$ cat src/rtl/fetch_if.sv
// fetch_if: instruction-memory handshake, redirect input and IF->ID outputs of the fetch stage
interface fetch_if;
    logic        imem_req;
    logic [31:0] imem_addr;
    logic        imem_ack;
    logic [31:0] imem_rdata;
    logic        redirect_valid;
    logic [31:0] redirect_pc;
    logic        id_stall;
    logic        if_valid;
    logic [31:0] if_inst;
    logic [31:0] if_pc;
    logic [31:0] if_pc_plus4;
    logic        misalign;
    modport master (
        output imem_req, imem_addr, if_valid, if_inst, if_pc, if_pc_plus4, misalign,
        input  imem_ack, imem_rdata, redirect_valid, redirect_pc, id_stall
    );
    modport slave (
        input  imem_req, imem_addr, if_valid, if_inst, if_pc, if_pc_plus4, misalign,
        output imem_ack, imem_rdata, redirect_valid, redirect_pc, id_stall
    );
endinterface

$ cat src/rtl/fetch_stage.sv
// fetch_stage: MIPS IF stage; owns the PC, keeps one imem request in flight and
// buffers returned words in a 2-entry queue ahead of the ID stage.
module fetch_stage #(
    parameter logic [31:0] RESET_PC = 32'h0000_0000,
    parameter int          QDEPTH   = 2
) (
    input  logic    clk,
    input  logic    rst,
    input  logic    en,
    fetch_if.master bus
);
    typedef enum logic [1:0] {RUN, WAIT, DROP} state_t;
    state_t      state, state_nx;
    logic [31:0] fetch_pc, req_pc;
    logic [31:0] q_inst [2];
    logic [31:0] q_pc [2];
    logic [1:0]  cnt, cnt_nx;
    logic        redir, push, pop, issue, wr_idx, misalign_q;
    assign redir  = bus.redirect_valid;
    assign pop    = cnt != 2'd0 && !bus.id_stall && en && !redir;
    assign push   = state == WAIT && bus.imem_ack && !redir;
    assign cnt_nx = redir ? 2'd0 : cnt + {1'b0, push} - {1'b0, pop};
    // slot for an incoming word is counted after this cycle's pop
    assign wr_idx = cnt[0] ^ pop;
    always_comb begin
        issue    = !rst && en && !redir && cnt_nx < 2'(QDEPTH) && (state == RUN || push);
        state_nx = issue                                ? WAIT :
                   (bus.imem_ack && state != RUN)       ? RUN  :
                   (redir && state == WAIT)             ? DROP : state;
    end
    always_ff @(posedge clk or posedge rst) begin
        if (rst) begin
            state      <= RUN;
            fetch_pc   <= RESET_PC;
            req_pc     <= RESET_PC;
            cnt        <= 2'd0;
            misalign_q <= 1'b0;
            q_inst[0]  <= '0;
            q_inst[1]  <= '0;
            q_pc[0]    <= '0;
            q_pc[1]    <= '0;
        end else begin
            state      <= state_nx;
            cnt        <= cnt_nx;
            misalign_q <= redir && bus.redirect_pc[1:0] != 2'b00;
            fetch_pc   <= redir ? {bus.redirect_pc[31:2], 2'b00} : issue ? fetch_pc + 32'd4 : fetch_pc;
            if (issue)
                req_pc <= fetch_pc;
            if (pop) begin
                q_inst[0] <= q_inst[1];
                q_pc[0]   <= q_pc[1];
            end
            if (push) begin
                q_inst[wr_idx] <= bus.imem_rdata;
                q_pc[wr_idx]   <= req_pc;
            end
        end
    end
    assign bus.imem_req    = issue;
    assign bus.imem_addr   = fetch_pc;
    assign bus.if_valid    = cnt != 2'd0;
    assign bus.if_inst     = q_inst[0];
    assign bus.if_pc       = q_pc[0];
    assign bus.if_pc_plus4 = q_pc[0] + 32'd4;
    assign bus.misalign    = misalign_q;
endmodule

$ cat src/flat_wrapper.sv
// flat-port wrapper written by rule: the top's interface ports become plain ports
module fetch_stage_flat 
#(
    parameter logic [31:0] RESET_PC = 32'h0000_0000,
    parameter int          QDEPTH   = 2
)
  (clk, rst, en, bus_imem_req, bus_imem_addr, bus_if_valid, bus_if_inst, bus_if_pc, bus_if_pc_plus4, bus_misalign, bus_imem_ack, bus_imem_rdata, bus_redirect_valid, bus_redirect_pc, bus_id_stall);
  fetch_if bus_i ();
  input  logic clk;
  input  logic rst;
  input  logic en;
  output wire logic [$bits(bus_i.imem_req)-1:0] bus_imem_req;
  output wire logic [$bits(bus_i.imem_addr)-1:0] bus_imem_addr;
  output wire logic [$bits(bus_i.if_valid)-1:0] bus_if_valid;
  output wire logic [$bits(bus_i.if_inst)-1:0] bus_if_inst;
  output wire logic [$bits(bus_i.if_pc)-1:0] bus_if_pc;
  output wire logic [$bits(bus_i.if_pc_plus4)-1:0] bus_if_pc_plus4;
  output wire logic [$bits(bus_i.misalign)-1:0] bus_misalign;
  input wire logic [$bits(bus_i.imem_ack)-1:0] bus_imem_ack;
  input wire logic [$bits(bus_i.imem_rdata)-1:0] bus_imem_rdata;
  input wire logic [$bits(bus_i.redirect_valid)-1:0] bus_redirect_valid;
  input wire logic [$bits(bus_i.redirect_pc)-1:0] bus_redirect_pc;
  input wire logic [$bits(bus_i.id_stall)-1:0] bus_id_stall;
  assign bus_imem_req = bus_i.imem_req;
  assign bus_imem_addr = bus_i.imem_addr;
  assign bus_if_valid = bus_i.if_valid;
  assign bus_if_inst = bus_i.if_inst;
  assign bus_if_pc = bus_i.if_pc;
  assign bus_if_pc_plus4 = bus_i.if_pc_plus4;
  assign bus_misalign = bus_i.misalign;
  assign bus_i.imem_ack = bus_imem_ack;
  assign bus_i.imem_rdata = bus_imem_rdata;
  assign bus_i.redirect_valid = bus_redirect_valid;
  assign bus_i.redirect_pc = bus_redirect_pc;
  assign bus_i.id_stall = bus_id_stall;
  fetch_stage #(.RESET_PC(RESET_PC), .QDEPTH(QDEPTH)) u_core (.clk(clk), .rst(rst), .en(en), .bus(bus_i));
endmodule
$ cat config.mk
export PLATFORM = sky130hd
export DESIGN_NAME = fetch_stage_flat
export DESIGN_NICKNAME = d
export VERILOG_FILES = /design/src/rtl/fetch_if.sv /design/src/rtl/fetch_stage.sv /design/src/flat_wrapper.sv
export SDC_FILE = /design/constraint.sdc
export NUM_CORES = 1
export LEC_CHECK = 0
export CORE_UTILIZATION = 53
export DETAILED_ROUTE_END_ITERATION = 6
export PLACE_DENSITY_LB_ADDON = 0.3
export SYNTH_ARGS = -nofsm -noshare
export SYNTH_HDL_FRONTEND = slang
export SYNTH_SLANG_ARGS = --single-unit
$ cat constraint.sdc
create_clock -name clk -period 9.6 [get_ports clk]
set_input_delay 1.92 -clock clk [delete_from_list [all_inputs] [get_ports clk]]
set_output_delay 1.92 -clock clk [all_outputs]
set_load 0.05 [all_outputs]
==> metrics.cfg <==
[outcome]
status = completed

[cts]
cts_resized = 0
htreeDepth = 4
post_cts_buffers = 0
tritoncts = built
clkSinkCount = 191
clk_path_buf_depth = 2
clk_latency_ns = 0.43
numCtsBuffers = 17
cts_hold_buf = 0
clk_pin_slew_ns = 0.07
cts_root_buf = clkbuf_16

[global_routing]
grtUsageTotal_pct = 23.2
antenna_found_initial = 0
grt_first_pass_wirelength_um = 33000
grt_overflow = 0
grt_pass1_vias = 6419
grt_max_degree = 115

[setup_path]
ff2ff_setup_slack_ns = 6.47
reg2reg_from = u_core.state[1]
crit_end = bus_imem_req
critPathLaunchType = primary input
reg2reg_depth = 9
crit_start = bus_redirect_valid
cp-end-kind = output pin
worstPathMaxFanout = 51
r2r_end = u_core.bus.imem_addr[3]
required_ns = 7.68
crit_arrival_ns = 5.36
path_class = in -> out

[yosys]
ys.flop_type = dfrtp_1
syn_inst = 911
ys_ff_latch = 191
synth_commonest_cells = dfrtp_1, nand2_1, nor2_1
synth-edff-count = 0
synth.most_common_cell = dfrtp_1
synthesis.area_um2 = 9360
synth_top_area_cell = dfrtp_1
synth_cell_types = 49
async_flop_share_pct = 100
avgSynthCellArea_um2 = 10.3
synth.yosys.seq_area_share_pct = 51.1
synth.area.top_cells = dfrtp_1, mux2_2, mux2i_1, buf_4, nand2_1
synth_top_area_share_pct = 51.1
yosysWarnings = 0

[drt]
wl_per_cell_um = 16.2
viasPerCell = 5.48
drt_iter0_drc = 347
drcViolationCount = 0
num_vias = 6892
ant_nets = 0
drt_pass1_iterations = 4
wirelength_um = 20400

[floorplan]
rows = 48
core_area_um2 = 17300
start_util_pct = 54.1
die_h_um = 135
die_area_um2 = 18200
pin_count = 201
die_x_um = 135

[timing]
timing.final.crit_period_ns = 7.28
maxSlewViolCount = 0
setup_violations = 0
relSlewSlack_pct = 19.3
timing.final.crit_share_pct = 75.8
hold_viol_final = 0
tns_ns = 0
tightest_slew_ns = 1.21
timing.final.ws_setup_ns = 2.32
fmax_mhz = 137
fin_skew_ns = 0.00718
rsz0062_at_grt = no

[power]
leakage_nw = 5.04
p_total_mw = 3.03
ir_worst_vdd_v = 0.000142
powerDensity_nw_per_um2 = 261

[worst_hold_path]
hold_path.class = reg -> reg

[finish]
layout.nets = 1092
antenna_cells = 0
area_delta_synth_final_pct = 24.0
stdcell_area_um2 = 11600
drive_gt1_share_pct = 10.6

[placement]
gp_congestion = 0.877
hpwlAfterDp_um = 13600
place_area_um2 = 11000
dp_slack_ns = 2.38
port_buffers = 198

[job]
cap_violations = 0

==> routing by layer <==
| metal | track usage [%] | up-vias | wire length (um) |
|---|---|---|---|
| met5 | 0 | - | 0 |
| met4 | 6.99 | 0 | 252 |
| met3 | 4.24 | 24 | 1200 |
| met2 | 36.0 | 256 | 9390 |
| met1 | 33.1 | 3326 | 9560 |
| li1 | - | 3286 | - |
==> logic make-up (layout without fill, tap and decap cells) <==
kind of cell             count (synthesis)  count (layout)  share of synthesized area (%)
multiplexers                           124             124                           14.1
XOR/XNOR                                39              39                           3.65
adder cells (fa/ha/maj)                  3               3                          0.401
flip-flops                             191             191                           51.1
AO/OA/AOI/OAI                          112             112                           7.25
other                                    1               2                         0.0401
buffers and inverters                  125             245                           7.94
AND/OR/NAND/NOR                        316             316                           15.5
==> placed cells by master, fill, tap and decap left out, types with 16 or more instances in the layout <==
cell type          n
xnor2_1           21
dfrtp_1          191
nor2_1            81
nand4_1           16
xor2_1            18
clkbuf_16         17
clkdlybuf4s50_1  197
mux2_2            62
a21oi_1           64
nand3_1           32
mux2i_1           62
nand2_1          132
==> critical path, cell delays in order <==
cell and delay, ns:
clkdlybuf4s50_1 0.39, buf_4 0.27, nor3b_1 0.47, nand3_1 0.18, o21ai_0 0.12, ha_2 0.22
nor2b_1 0.08, a211oi_4 0.61, nand2_2 0.06, buf_4 0.31, inv_2 0.47, buf_12 0.21
==> worst min-delay path by stage <==
stage	startpoint	end	slack [ns]	cells after the start
3_3_place_gp	u_core.req_pc[10]	u_core.req_pc[10]	0.48	2
3_5_place_dp	u_core.req_pc[24]	u_core.req_pc[24]	0.48	2
4_1_cts	u_core.req_pc[10]	u_core.req_pc[10]	0.50	2
6_report	u_core.req_pc[10]	u_core.req_pc[10]	0.50	2
2_1_floorplan	u_core.req_pc[17]	u_core.req_pc[17]	0.46	2
5_1_grt	u_core.req_pc[22]	u_core.req_pc[22]	0.52	2
==> area by class of cell <==
type,count,area (um^2)
clock buffers,21,460
clock inverters,11,154
fillers,1362,5700
inverters,9,41.3
multi-input cells,596,3850
flip-flops and latches,191,4780
well taps,225,282
repair buffers,204,2040
==> power by group <==
part / leakage, nW / internal (mW) / switching (mW) / total, mW
logic: 2.32 / 0.414 / 0.786 / 1.20
clock network: 0.295 / 0.427 / 0.299 / 0.725
registers: 2.42 / 0.947 / 0.159 / 1.11
==> sequential cells by signal (all words and copies together) (netlist names) <==
register,count
u_core.bus.misalign,1
u_core.q_pc,30
u_core.bus.if_pc,32
u_core.bus.if_inst,32
u_core.state,2
u_core.bus.imem_addr,30
u_core.cnt,2
u_core.q_inst,32
u_core.req_pc,30
==> metrics by stage <==
| stage | hold slack (ns) | std cells | utilization (%) |
|---|---|---|---|
| floorplan | 0.463 | 912 | - |
| global placement | 0.482 | 1225 | 63.5 |
| detailed placement | 0.484 | 1225 | 63.5 |
| CTS | 0.504 | 1257 | 67.1 |
| global route | 0.521 | 1257 | 67.1 |
| finish | 0.497 | 1257 | 67.1 |
No activity file was read; power rests on OpenSTA's default activity.
